==> config.mk <==
export PLATFORM = sky130hd
export DESIGN_NAME = traffic_light_sequencer
export DESIGN_NICKNAME = d
export VERILOG_FILES = /design/src/rtl/tlc_pkg.sv /design/src/rtl/tlc_walk_latch.sv /design/src/rtl/traffic_light_sequencer.sv
export SDC_FILE = /design/constraint.sdc
export NUM_CORES = 1
export LEC_CHECK = 0
export ABC_AREA = 1
export BUFFER_PORTS_ARGS = -buffer_cell sky130_fd_sc_hd__buf_2
export CAP_MARGIN = 40
export CORE_MARGIN = 1.5
export CORE_UTILIZATION = 59
export CTS_BUF_LIST = sky130_fd_sc_hd__clkbuf_4 sky130_fd_sc_hd__clkbuf_8
export CTS_CLUSTER_DIAMETER = 200
export DETAILED_ROUTE_END_ITERATION = 10
export PLACE_DENSITY = 0.86
export SKIP_LAST_GASP = 1
export SYNTH_ARGS = -nofsm -noshare
export SYNTH_HDL_FRONTEND = slang
export SYNTH_SLANG_ARGS = --single-unit
==> constraint.sdc <==
create_clock -name clk -period 5 [get_ports clk]
set_clock_uncertainty 0.05 [all_clocks]
set_input_delay 0.25 -clock clk [delete_from_list [all_inputs] [get_ports clk]]
set_output_delay 0.25 -clock clk [all_outputs]
set_load 0.05 [all_outputs]
==> src/rtl/tlc_pkg.sv <==
// rtl/tlc_pkg.sv - shared state, lamp encodings and Value width for the traffic light sequencer
package tlc_pkg;

  localparam int VALUE_W = 4;

  localparam logic [2:0] LIGHT_R = 3'b100;
  localparam logic [2:0] LIGHT_Y = 3'b010;
  localparam logic [2:0] LIGHT_G = 3'b001;

  typedef enum logic [2:0] {
    ST_INIT,
    ST_MG_BASE,
    ST_MG_HOLD,
    ST_MY,
    ST_WALK,
    ST_SG_BASE,
    ST_SG_EXT,
    ST_SY
  } tlc_state_e;

endpackage

==> src/rtl/tlc_walk_latch.sv <==
// rtl/tlc_walk_latch.sv - pedestrian request latch, set has priority over clear
module tlc_walk_latch (
  input  logic clk,
  input  logic rst_n,
  input  logic i_set,
  input  logic i_clr,
  output logic o_q
);

  logic r_q;

  always_ff @(posedge clk or negedge rst_n) begin
    if (!rst_n) begin
      r_q <= 1'b0;
    end else if (i_set) begin
      r_q <= 1'b1;
    end else if (i_clr) begin
      r_q <= 1'b0;
    end
  end

  assign o_q = r_q;

endmodule

==> src/rtl/traffic_light_sequencer.sv <==
// rtl/traffic_light_sequencer.sv - main/side/walk phase FSM driving the shared interval timer
module traffic_light_sequencer
  import tlc_pkg::*;
#(
  parameter logic [VALUE_W-1:0] T_BASE = 4'd6,
  parameter logic [VALUE_W-1:0] T_EXT  = 4'd3,
  parameter logic [VALUE_W-1:0] T_YEL  = 4'd2
) (
  input  logic               clk,
  input  logic               Reset_n,
  input  logic               Sensor,
  input  logic               Walk_Request,
  input  logic               expired,
  output logic [VALUE_W-1:0] Value,
  output logic               start_timer,
  output logic [2:0]         Main_Light,
  output logic [2:0]         Side_Light,
  output logic               Walk_Lamp
);

  tlc_state_e         r_state;
  tlc_state_e         w_next;
  logic [1:0]         r_blank;
  logic               w_walk;
  logic               w_qexp;
  logic               w_enter;
  logic               w_enter_walk;
  logic [2:0]         w_main;
  logic [2:0]         w_side;
  logic [VALUE_W-1:0] w_value;

  logic [2:0]         r_main;
  logic [2:0]         r_side;
  logic [VALUE_W-1:0] r_value;
  logic               r_start;
  logic               r_walk_lamp;

  // expired is stale until the timer has been reloaded, so the start cycle and the one after are masked
  assign w_qexp       = expired && (r_blank == 2'd0);
  assign w_enter      = (w_next != r_state) && (w_next != ST_MG_HOLD);
  assign w_enter_walk = (w_next == ST_WALK) && (r_state != ST_WALK);

  tlc_walk_latch u_walk_latch (
    .clk   (clk),
    .rst_n (Reset_n),
    .i_set (Walk_Request),
    .i_clr (w_enter_walk),
    .o_q   (w_walk)
  );

  always_comb begin
    w_next = r_state;
    case (r_state)
      ST_INIT:    w_next = ST_MG_BASE;
      ST_MG_BASE: if (w_qexp) w_next = (Sensor || w_walk) ? ST_MY : ST_MG_HOLD;
      ST_MG_HOLD: if (Sensor || w_walk) w_next = ST_MY;
      ST_MY:      if (w_qexp) w_next = w_walk ? ST_WALK : ST_SG_BASE;
      ST_WALK:    if (w_qexp) w_next = ST_SG_BASE;
      ST_SG_BASE: if (w_qexp) w_next = Sensor ? ST_SG_EXT : ST_SY;
      ST_SG_EXT:  if (w_qexp) w_next = ST_SY;
      ST_SY:      if (w_qexp) w_next = ST_MG_BASE;
      default:    w_next = ST_INIT;
    endcase
  end

  // Outputs decode from next state so lamps and Value move on the same edge as the state
  always_comb begin
    w_main  = LIGHT_R;
    w_side  = LIGHT_R;
    w_value = r_value;
    case (w_next)
      ST_MG_BASE: begin w_main = LIGHT_G; w_value = T_BASE; end
      ST_MG_HOLD: w_main = LIGHT_G;
      ST_MY:      begin w_main = LIGHT_Y; w_value = T_YEL; end
      ST_WALK:    w_value = T_EXT;
      ST_SG_BASE: begin w_side = LIGHT_G; w_value = T_BASE; end
      ST_SG_EXT:  begin w_side = LIGHT_G; w_value = T_EXT; end
      ST_SY:      begin w_side = LIGHT_Y; w_value = T_YEL; end
      default:    w_value = r_value;
    endcase
  end

  always_ff @(posedge clk or negedge Reset_n) begin
    if (!Reset_n) begin
      r_state     <= ST_INIT;
      r_blank     <= 2'd0;
      r_main      <= LIGHT_R;
      r_side      <= LIGHT_R;
      r_value     <= '0;
      r_start     <= 1'b0;
      r_walk_lamp <= 1'b0;
    end else begin
      r_state     <= w_next;
      r_main      <= w_main;
      r_side      <= w_side;
      r_value     <= w_value;
      r_start     <= w_enter;
      r_walk_lamp <= (w_next == ST_WALK);
      if (w_enter) begin
        r_blank <= 2'd2;
      end else if (r_blank != 2'd0) begin
        r_blank <= r_blank - 2'd1;
      end
    end
  end

  assign Main_Light  = r_main;
  assign Side_Light  = r_side;
  assign Value       = r_value;
  assign start_timer = r_start;
  assign Walk_Lamp   = r_walk_lamp;

endmodule

# After elaboration in Yosys (flattened, before gate mapping)
# Cells that the tools add are included.
# classes
addsub	1
n_reduce_logical	15
eq_ne	17
n_mux	18
# op_table
operator	n
equality test 3 bit, second input constant	8
case mux 3 bit (8 select lines)	1
2-to-1 mux 3 bit	7
equality test 3 x 2 -> 1 bit, second input constant	4
case mux 3 bit (2 select lines)	2
case mux 4 bit (3 select lines)	1
OR reduction 2 bit	5
equality test 3 x 1 -> 1 bit, second input constant	2
nonzero test 2 bit	3
2-to-1 mux 1 bit	5
2-to-1 mux 2 bit	2
logical AND 1 bit	3
logical NOT 3 bit	1
inequality test 3 x 2 -> 1 bit, second input constant	1
inequality test 3 bit	1
inequality test 3 bit, second input constant	1
nonzero test 3 bit	1
logical NOT 2 bit	1
subtractor 2 x 1 -> 2 bit, second input constant	1
logical OR 1 bit	1
# totals
in_bits	5
regBits	18
elab_cells	59

# Logic depth before layout (Yosys ltp)
# Gate-level depths: netlist of the first run.
# logic_depth
depth_word	8
mapped_depth	12
depth_no_buf	12

# Hierarchy
# From an unflattened synthesis of the first run, not the netlist that was laid out.
# unflattened
cells_unflattened	96
hier_area_um2	787.0
# by_module_without_submodules
module	instances	cells_each	area_per_inst_um2	seq_area_each_um2
traffic_light_sequencer	1	91	747.0	402.9
tlc_walk_latch	1	5	40.0	25.0

# Worst setup path before layout of the first run
# OpenSTA, ideal clock, no wires.
# synth_path
path_kind	register to register
start	reg r_blank[0]
end	reg r_value[1], in the netlist Value[1]
slack_ns	3.388
setup_time_ns	0.124
required_time_ns	4.826
period_less_slack_ns	1.612
t_arrival_ns	1.438
path_stages_with_launch	12
cell_sequence	dfrtp_1 > inv_1 > ha_1 > nand2_2 > nand2_1 > nand2_1 > nand2_1 > nor2_4 > nand2_4 > inv_2 > nand2_2 > or2_1
# synth_via
elab_chain_cells	7
word_cells_on_any_way	19
cone_classes	eq/ne: 6; mux: 7; reduce/logical: 6
# synth_rtl
item	line	source
from (decl)	traffic_light_sequencer.sv:23	logic [1:0] r_blank;
from (signal assigned)	traffic_light_sequencer.sv:102	r_blank <= r_blank - 2'd1;
logical NOT 2 bit (*)	traffic_light_sequencer.sv:39	assign w_qexp = expired && (r_blank == 2'd0);
logical AND 1 bit (*)	traffic_light_sequencer.sv:39	
2-to-1 mux 3 bit, or another cell as far along	traffic_light_sequencer.sv:61	ST_SY: if (w_qexp) w_next = ST_MG_BASE;
case mux 3 bit (8 select lines) (*)	traffic_light_sequencer.sv:53	case (r_state)
via w_next[0]	traffic_light_sequencer.sv:22	tlc_state_e w_next;
equality test 3 bit, or another cell as far along	traffic_light_sequencer.sv:71	case (w_next)
OR reduction 2 bit (no line)	-	
nonzero test 3 bit (no line) (*)	-	
to (signal assigned)	traffic_light_sequencer.sv:96	r_value <= w_value;
to (decl)	traffic_light_sequencer.sv:34	logic [VALUE_W-1:0] r_value;
# The timed path passes the listed nets; every way through them passes the cells marked *.
# A chain may end at the register's enable or synchronous reset.

# Final worst setup path of the first run
# Ends and elaborated chain as after synthesis.

==> results.md, run 1 <==
* Flop-to-flop setup slack at 3.21 ns
* Delay-heaviest family, CP: simple AND/OR/NAND/NOR gates
* Yosys reg bits at 17
* Synthesized cell area at 805 sq um
* TritonCTS Buffers at 3
* Clock Pin Slew Worst Setup and Hold Paths at 0.10 ns
* Mean Syn Cell Area at 8.21 sq um
* Cell area after layout at 923 sq um
* Initial antenna violation count at 0
* Reg2reg path depth at 10
* Crit Path Category: reg2reg
* Number of cells on the critical path at 10
* FP Rows at 13
* # diodes at 0
* Area growth syn-to-layout at 14.8%
* Fmax at 558 MHz
* Vias in the first global route at 536
* Reg-to-Reg End: Value[1]
* Gr usage total at 21.0%
* Share of layout cells above drive strength 1 at 27.6%
* Skew-Pair Late Insertion Delay at 0.30 ns
* DIE AREA at 1590 sq um
* Worst Path Required at 5.15 ns
* Worst-path fanout max at 7
* Detailed placer's ending HPWL at 1030 um
* RSZ-0062 raised after global routing: no
* Worst endpoint data arrival time at 1.94 ns
* Worst-path cell chain: inv_1 > ha_1 > nand2_2 > nor2_1 > nor2_1 > nor2_4 > nand2_4 > inv_2 > nand2_2 > or2_1
* Die Wd at 39.9 um
* Critical Path Sink: Value[1]
* Max Slew Vio Count at 0
* Routed vias at 613
* DRT Pass-1 Iters at 4
* # DRC at 0
* Netlist cell types at 21
* Vias per cell at 4.68
* Total placed instance area at 886 sq um
* Mapped Cells at 98
* Maxcap violations at 0
* Minimum clock period at 1.79 ns
* Largest net degree at the start of global routing at 18
* Worst setup SP type: flip-flop
* Antenna Nets Post-Route at 0
* H-tree depth at 1
* Critical path buffer and inverter count at 2
* CP Capture Type: flip-flop
* CTS max path bufs at 2
* Wire per inst at 10.7 um
* Placeable Area at 1280 sq um
* CTS tree: yes
* Gpl congestion at 0.870
* Initial DRC count at 9
* Seq/Total Area, Yosys at 53.2%
* Worst hold path type: in2reg
* Clk sink count at 17
* Routed WL at 1400 um
* Initial Utilization at 62.6%
* Clock Tree Root: clkbuf_4
* CTS resizes at 0
* Critical path's slowest cell: dfrtp_1
* I/O Buffers at 15
* R2r startpoint: r_blank[0]
* Synth Warn # at 0
* Crit. Startpoint: r_blank[0]
* TNS Setup at 0 ns
* # setup viols final at 0
* Status: finished, final reports clean
* Final hold vios at 0
* Post-layout nets at 123
* Post-Syn Nets at 104
* Total congestion overflow at 0
* Core Util, Final at 71.9%
* Critical path's largest stage delay at 0.40 ns
* Die Y at 39.9 um
* IO Pins at 17
* Share of the clock period used by the worst path at 35.8%
* First-pass GRT wire length at 2080 um
-- synth_stat cells, drive strengths merged --
| master | instances | area [sq um] |
|---|---|---|
| clkinv | 1 | 3.75 |
| dfstp | 2 | 52.6 |
| nor2 | 19 | 96.3 |
| nand2 | 31 | 129 |
| buf | 2 | 12.5 |
| nand3 | 4 | 20.0 |
| ha | 1 | 12.5 |
| a21oi | 2 | 10.0 |
| or2 | 1 | 6.26 |
| conb | 1 | 3.75 |
| o21ai | 2 | 13.8 |
| xor2 | 1 | 8.76 |
| inv | 16 | 60.1 |
| dfrtp | 15 | 375 |
-- metal layers --
layer	wire length, um	share of wire, %	track usage (%)
met3	44	3.1	5.68
met5	0	0	0
met4	25	1.8	11.2
met1	592	42	22.0
met2	741	53	37.5
-- flip-flops by register name, indices dropped and copies added, names as in the netlist --
| register | flops |
|---|---|
| Walk_Lamp | 1 |
| Side_Light | 3 |
| Main_Light | 3 |
| start_timer | 1 |
| u_walk_latch.o_q | 1 |
| Value | 3 |
| r_state | 3 |
| r_blank | 2 |
-- worst register-to-register path, stage by stage (launching register included) --
cell     delay (ns)
dfrtp_1        0.40
inv_1          0.06
ha_1           0.26
nand2_2        0.14
nor2_1         0.14
nor2_1         0.08
nor2_4         0.13
nand2_4        0.10
inv_2          0.07
nand2_2        0.05
or2_1          0.20
-- worst min path at each step --
stage / from / end / slack (ns) / depth (start not counted)
2_1_floorplan: Reset_n / Main_Light[0] / -0.1 / 0
5_1_grt: Walk_Request / u_walk_latch.o_q / 0.08 / 3
6_report: Walk_Request / u_walk_latch.o_q / 0.08 / 3
4_1_cts: Walk_Request / u_walk_latch.o_q / 0.08 / 3
3_5_place_dp: Reset_n / r_blank[0] / 0.14 / 1
3_3_place_gp: Reset_n / r_blank[0] / 0.13 / 1
-- layout by cell type (no fill, tap or decap), drive strengths merged --
master,Yosys,routed
ha,1,1
nand3,4,4
dfrtp,15,15
buf,2,15
nand2,31,31
or2,1,1
xor2,1,1
clkbuf,0,3
inv,16,16
conb,1,1
o21ai,2,2
dfstp,2,2
clkinv,1,2
a21oi,2,2
dlygate4sd3,0,1
nor2,19,19
-- what timing repair did --
action,4_1_cts,5_1_grt
hold buffers,1,0
setup buffers,0,0
endpoints found under the hold margin,15,0
-- layout make-up --
| class | instances | area, sq um |
|---|---|---|
| clock inverters | 1 | 5.00 |
| clock buffers | 3 | 22.5 |
| repair buffers | 16 | 85.1 |
| fillers | 101 | 362 |
| well taps | 15 | 18.8 |
| flip-flops and latches | 17 | 428 |
| inverters | 17 | 63.8 |
| multi-input cells | 62 | 300 |
-- metrics by stage --
stage | hold slack, ns | setup slack (ns) | cells
after floorplan | -0.0956 | 3.39 | 98
after global placement | 0.126 | 3.30 | 126
after detailed placement | 0.137 | 3.21 | 126
after CTS | 0.0786 | 3.19 | 131
after global routing | 0.0835 | 3.04 | 131
final | 0.0810 | 3.21 | 131
-- cells by family (layout without fill, tap and decap cells) --
kind of cell	after synthesis	count (layout)	share of synthesized area, %
compound gates	4	4	2.95
xor+xnor	1	1	1.09
fa+ha+maj	1	1	1.55
buf+inv	19	37	9.49
flops	17	17	53.2
other cells	1	1	0.466
simple gates	55	55	31.3
Power of run 1 is left out: the tool's default activity adds up to more than one toggle a clock period on the data nets, which glitch-free logic cannot reach.
==> run 2: changes to the inputs <==
--- a/config.mk
+++ b/config.mk
@@ -5,15 +5,15 @@
 export SDC_FILE = /design/constraint.sdc
 export NUM_CORES = 1
 export LEC_CHECK = 0
-export ABC_AREA = 1
+export ABC_AREA = 0
 export BUFFER_PORTS_ARGS = -buffer_cell sky130_fd_sc_hd__buf_2
 export CAP_MARGIN = 40
 export CORE_MARGIN = 1.5
-export CORE_UTILIZATION = 59
+export CORE_UTILIZATION = 56
 export CTS_BUF_LIST = sky130_fd_sc_hd__clkbuf_4 sky130_fd_sc_hd__clkbuf_8
 export CTS_CLUSTER_DIAMETER = 200
 export DETAILED_ROUTE_END_ITERATION = 10
-export PLACE_DENSITY = 0.86
+export PLACE_DENSITY = 0.81
 export SKIP_LAST_GASP = 1
 export SYNTH_ARGS = -nofsm -noshare
 export SYNTH_HDL_FRONTEND = slang
==> constraint.sdc (replaced) <==
create_clock -name clk -period 1.7 [get_ports clk]
set_clock_uncertainty 0.05 [all_clocks]
set_input_delay 0.085 -clock clk [delete_from_list [all_inputs] [get_ports clk]]
set_output_delay 0.085 -clock clk [all_outputs]
set_load 0.05 [all_outputs]
==> results.md, run 2 <==
* Initial antenna violation count at 0 (unchanged)
* Die Wd at 43.1 um (was 39.9 um)
* Final hold vios at 0 (unchanged)
* # DRC at 0 (unchanged)
* Worst-path cell chain: inv_1 > ha_2 > nand3_1 > o32a_1 > o22ai_1 (was inv_1 > ha_1 > nand2_2 > nor2_1 > nor2_1 > nor2_4 > nand2_4 > inv_2 > nand2_2 > or2_1)
* Total congestion overflow at 0 (unchanged)
* DIE AREA at 1860 sq um (was 1590 sq um)
* Area growth syn-to-layout at 16.2% (was 14.8%)
* # setup viols final at 0 (unchanged)
* Antenna Nets Post-Route at 0 (unchanged)
* Clk sink count at 17 (unchanged)
* Top-count cell post-synth: dfrtp_1 (was nand2_1)
* Initial DRC count at 36 (was 9)
* H-tree depth at 1 (unchanged)
* CTS tree: yes (unchanged)
* CTS max path bufs at 2 (unchanged)
* TritonCTS Buffers at 3 (unchanged)
* Critical path's largest stage delay at 0.40 ns (about the same)
* Synth area leaders: dfrtp_1 42%, dfstp_2 5.8%, a21oi_1 3.9% (was dfrtp_1 47%, nand2_1 13%, nor2_1 7.0%)
* Total power at 0.00216 W
* Maxcap violations at 0 (unchanged)
* Synthesized cell area at 901 sq um (was 805 sq um)
* Gpl congestion at 0.888 (was 0.870)
* Worst-path fanout max at 12 (was 7)
* Peak VDD IR at 0.980 mV
* Mapped Cells at 94 (was 98)
* Worst setup SP type: flip-flop (unchanged)
* Status: finished, final reports clean (unchanged)
* Share of layout cells above drive strength 1 at 28.6% (was 27.6%)
* Most frequent cells in the layout: 15 x dfrtp_1, 15 x buf_2, 7 x a21oi_1 (was 28 x nand2_1, 15 x dfrtp_1, 15 x nor2_1, 15 x buf_2, 13 x inv_1)
* Wire per inst at 13.7 um (was 10.7 um)
* Synth Warn # at 0 (unchanged)
* Critical path's slowest cell: dfrtp_1 (unchanged)
* Synth async-reset ratio at 100% (unchanged)
* IO Pins at 17 (unchanged)
* Share of the clock period used by the worst path at 92.9% (was 35.8%)
* Initial Utilization at 59.8% (was 62.6%)
* Clock Pin Slew Worst Setup and Hold Paths at 0.10 ns (about the same)
* Netlist cell types at 44 (was 21)
* Mean Syn Cell Area at 9.58 sq um (was 8.21 sq um)
* Clock Tree Root: clkbuf_4 (unchanged)
* Pleak at 0.491 nW
* # diodes at 0 (unchanged)
* EDFF count, synth at 0 (unchanged)
* Placeable Area at 1510 sq um (was 1280 sq um)
* Largest net degree at the start of global routing at 18 (unchanged)
* Met1 Usage GRT at 32.3% (was 22.0%)
* Die Y at 43.1 um (was 39.9 um)
* RSZ-0062 raised after global routing: no (unchanged)
* Post-CTS Setup Bufs at 0 (unchanged)
* Worst Path Required at 1.85 ns (was 5.15 ns)
* Vias per cell at 5.82 (was 4.68)
* Total placed instance area at 995 sq um (was 886 sq um)
* FP Rows at 14 (was 13)
* Post-Syn Nets at 100 (was 104)
* Crit Path Category: reg2reg (unchanged)
* DRT Pass-1 Iters at 4 (unchanged)
* Max Slew Vio Count at 0 (unchanged)
* TNS Setup at 0 ns (unchanged)
* Post-layout nets at 119 (was 123)
* Worst endpoint data arrival time at 1.73 ns (was 1.94 ns)
* Cell area after layout at 1050 sq um (was 923 sq um)
* Routed WL at 1760 um (was 1400 um)
* Detailed placer's ending HPWL at 1290 um (was 1030 um)
* Skew-Pair Late Insertion Delay at 0.29 ns (was 0.30 ns)
* Seq/Total Area, Yosys at 47.5% (was 53.2%)
* First-pass GRT wire length at 2930 um (was 2080 um)
* GR met3 Demand/Resource at 2.98% (was 5.68%)
* CP Capture Type: flip-flop (unchanged)
* Post-synth top area cell: dfrtp_1 (unchanged)
* I/O Buffers at 15 (unchanged)
* Worst hold path type: in2reg (unchanged)
* Vias in the first global route at 651 (was 536)
* Top post-synthesis cells by count: 15 x dfrtp_1, 7 x a21oi_1, 6 x inv_1, 5 x nand2_1 (was 28 x nand2_1, 15 x dfrtp_1, 15 x nor2_1, 13 x inv_1, 4 x nand3_1)
* Pwr Density at 2060 nW/um^2
* Yosys top cell area share at 41.7% (was 46.7%)
* Routed vias at 745 (was 613)
* Post-synth top flop: dfrtp_1 (unchanged)
* Minimum clock period at 1.58 ns (was 1.79 ns)
* Top Usage Layer GRT: met1 (was met2)
* Fmax at 633 MHz (was 558 MHz)
* Yosys reg bits at 17 (unchanged)
* Gr usage total at 21.1% (was 21.0%)
* Met2 Usage GRT at 30.4% (was 37.5%)
==> run 2: changes by cell type after synthesis, moves of 3 or more <==
cell,delta
a21oi_1,+5
buf_2,+3
clkbuf_1,+3
inv_1,-7
nand2_1,-23
nand2b_1,+3
nor2_1,-12
nor2_4,-3
nor3_1,+4
==> run 2: per-layer routing <==
metal,vias to the layer above,wire length (um),part of all wire (%)
li1,373,-,-
met1,339,829,47
met2,31,792,45
met3,2,116,6.6
met4,0,17,0.97
met5,-,0,0
==> run 2: path summary, 6_finish.rpt <==
check / slack (ns) / depth (start not counted) / from / end
worst max-delay path: 0.12 / 5 / r_blank[0] / Side_Light[0]
worst min-delay path: 0.12 / 4 / Sensor / Side_Light[1]
worst max register to register: 0.12 / 5 / r_blank[0] / Side_Light[0]
worst min register to register: 0.47 / 2 / Value[1] / Value[1]
max in group asynchronous: 1.11 / 2 / Reset_n / Side_Light[2]
min in group asynchronous: 0.18 / 2 / Reset_n / Side_Light[1]
==> run 2: per-stage QoR <==
stage	util, %	std cells	hold WS, ns	setup WS, ns
after floorplan	-	94	-0.261	0.145
after global placement	66.0	122	-0.0354	0.0971
after detailed placement	66.0	122	-0.0280	0.0192
after CTS	69.4	128	0.108	0.00567
after global routing	69.5	128	0.127	0.0266
final	69.5	128	0.117	0.121
==> run 2: final cells by class <==
cell class                 count  area (sq um)
fill                         113           459
timing repair buffer          22           133
clock buffer                   4          30.0
multi-input combinational     62           410
sequential                    17           428
tap                           16          20.0
inverter                       7          26.3
==> run 2: where the power goes <==
part	internal, W	switching (W)	leakage (nW)
clock	0.000107	0.000122	0.0184
sequential	0.000582	0.000120	0.200
combinational	0.000418	0.000808	0.273
==> run 2: worst max-delay path, delay by kind of cell (launching register included) <==
family	cells	cell delay, ns
AOI/OAI and AO/OA	2	0.50
adders and majority gates	1	0.29
and+or+nand+nor	1	0.17
buffers and inverters	1	0.07
DFF	1	0.40
==> run 2: cells by family (layout without fill, tap and decap cells) <==
group	Yosys count	count (layout)	synth area share [%]
AOI/OAI and AO/OA	29	29	23.3
and+or+nand+nor	29	29	18.2
buffers and inverters	15	33	7.22
other	1	1	0.416
adders and majority gates	1	1	1.39
DFF	17	17	47.5
xor gates and xnor gates	2	2	1.94
==> run 2: timing repair <==
action	4_1_cts	5_1_grt
endpoints found under the setup margin	0	11
resized for setup	0	2
hold endpoints to repair	18	0
hold buffers	2	0
Power figures use the tool's default switching activity.
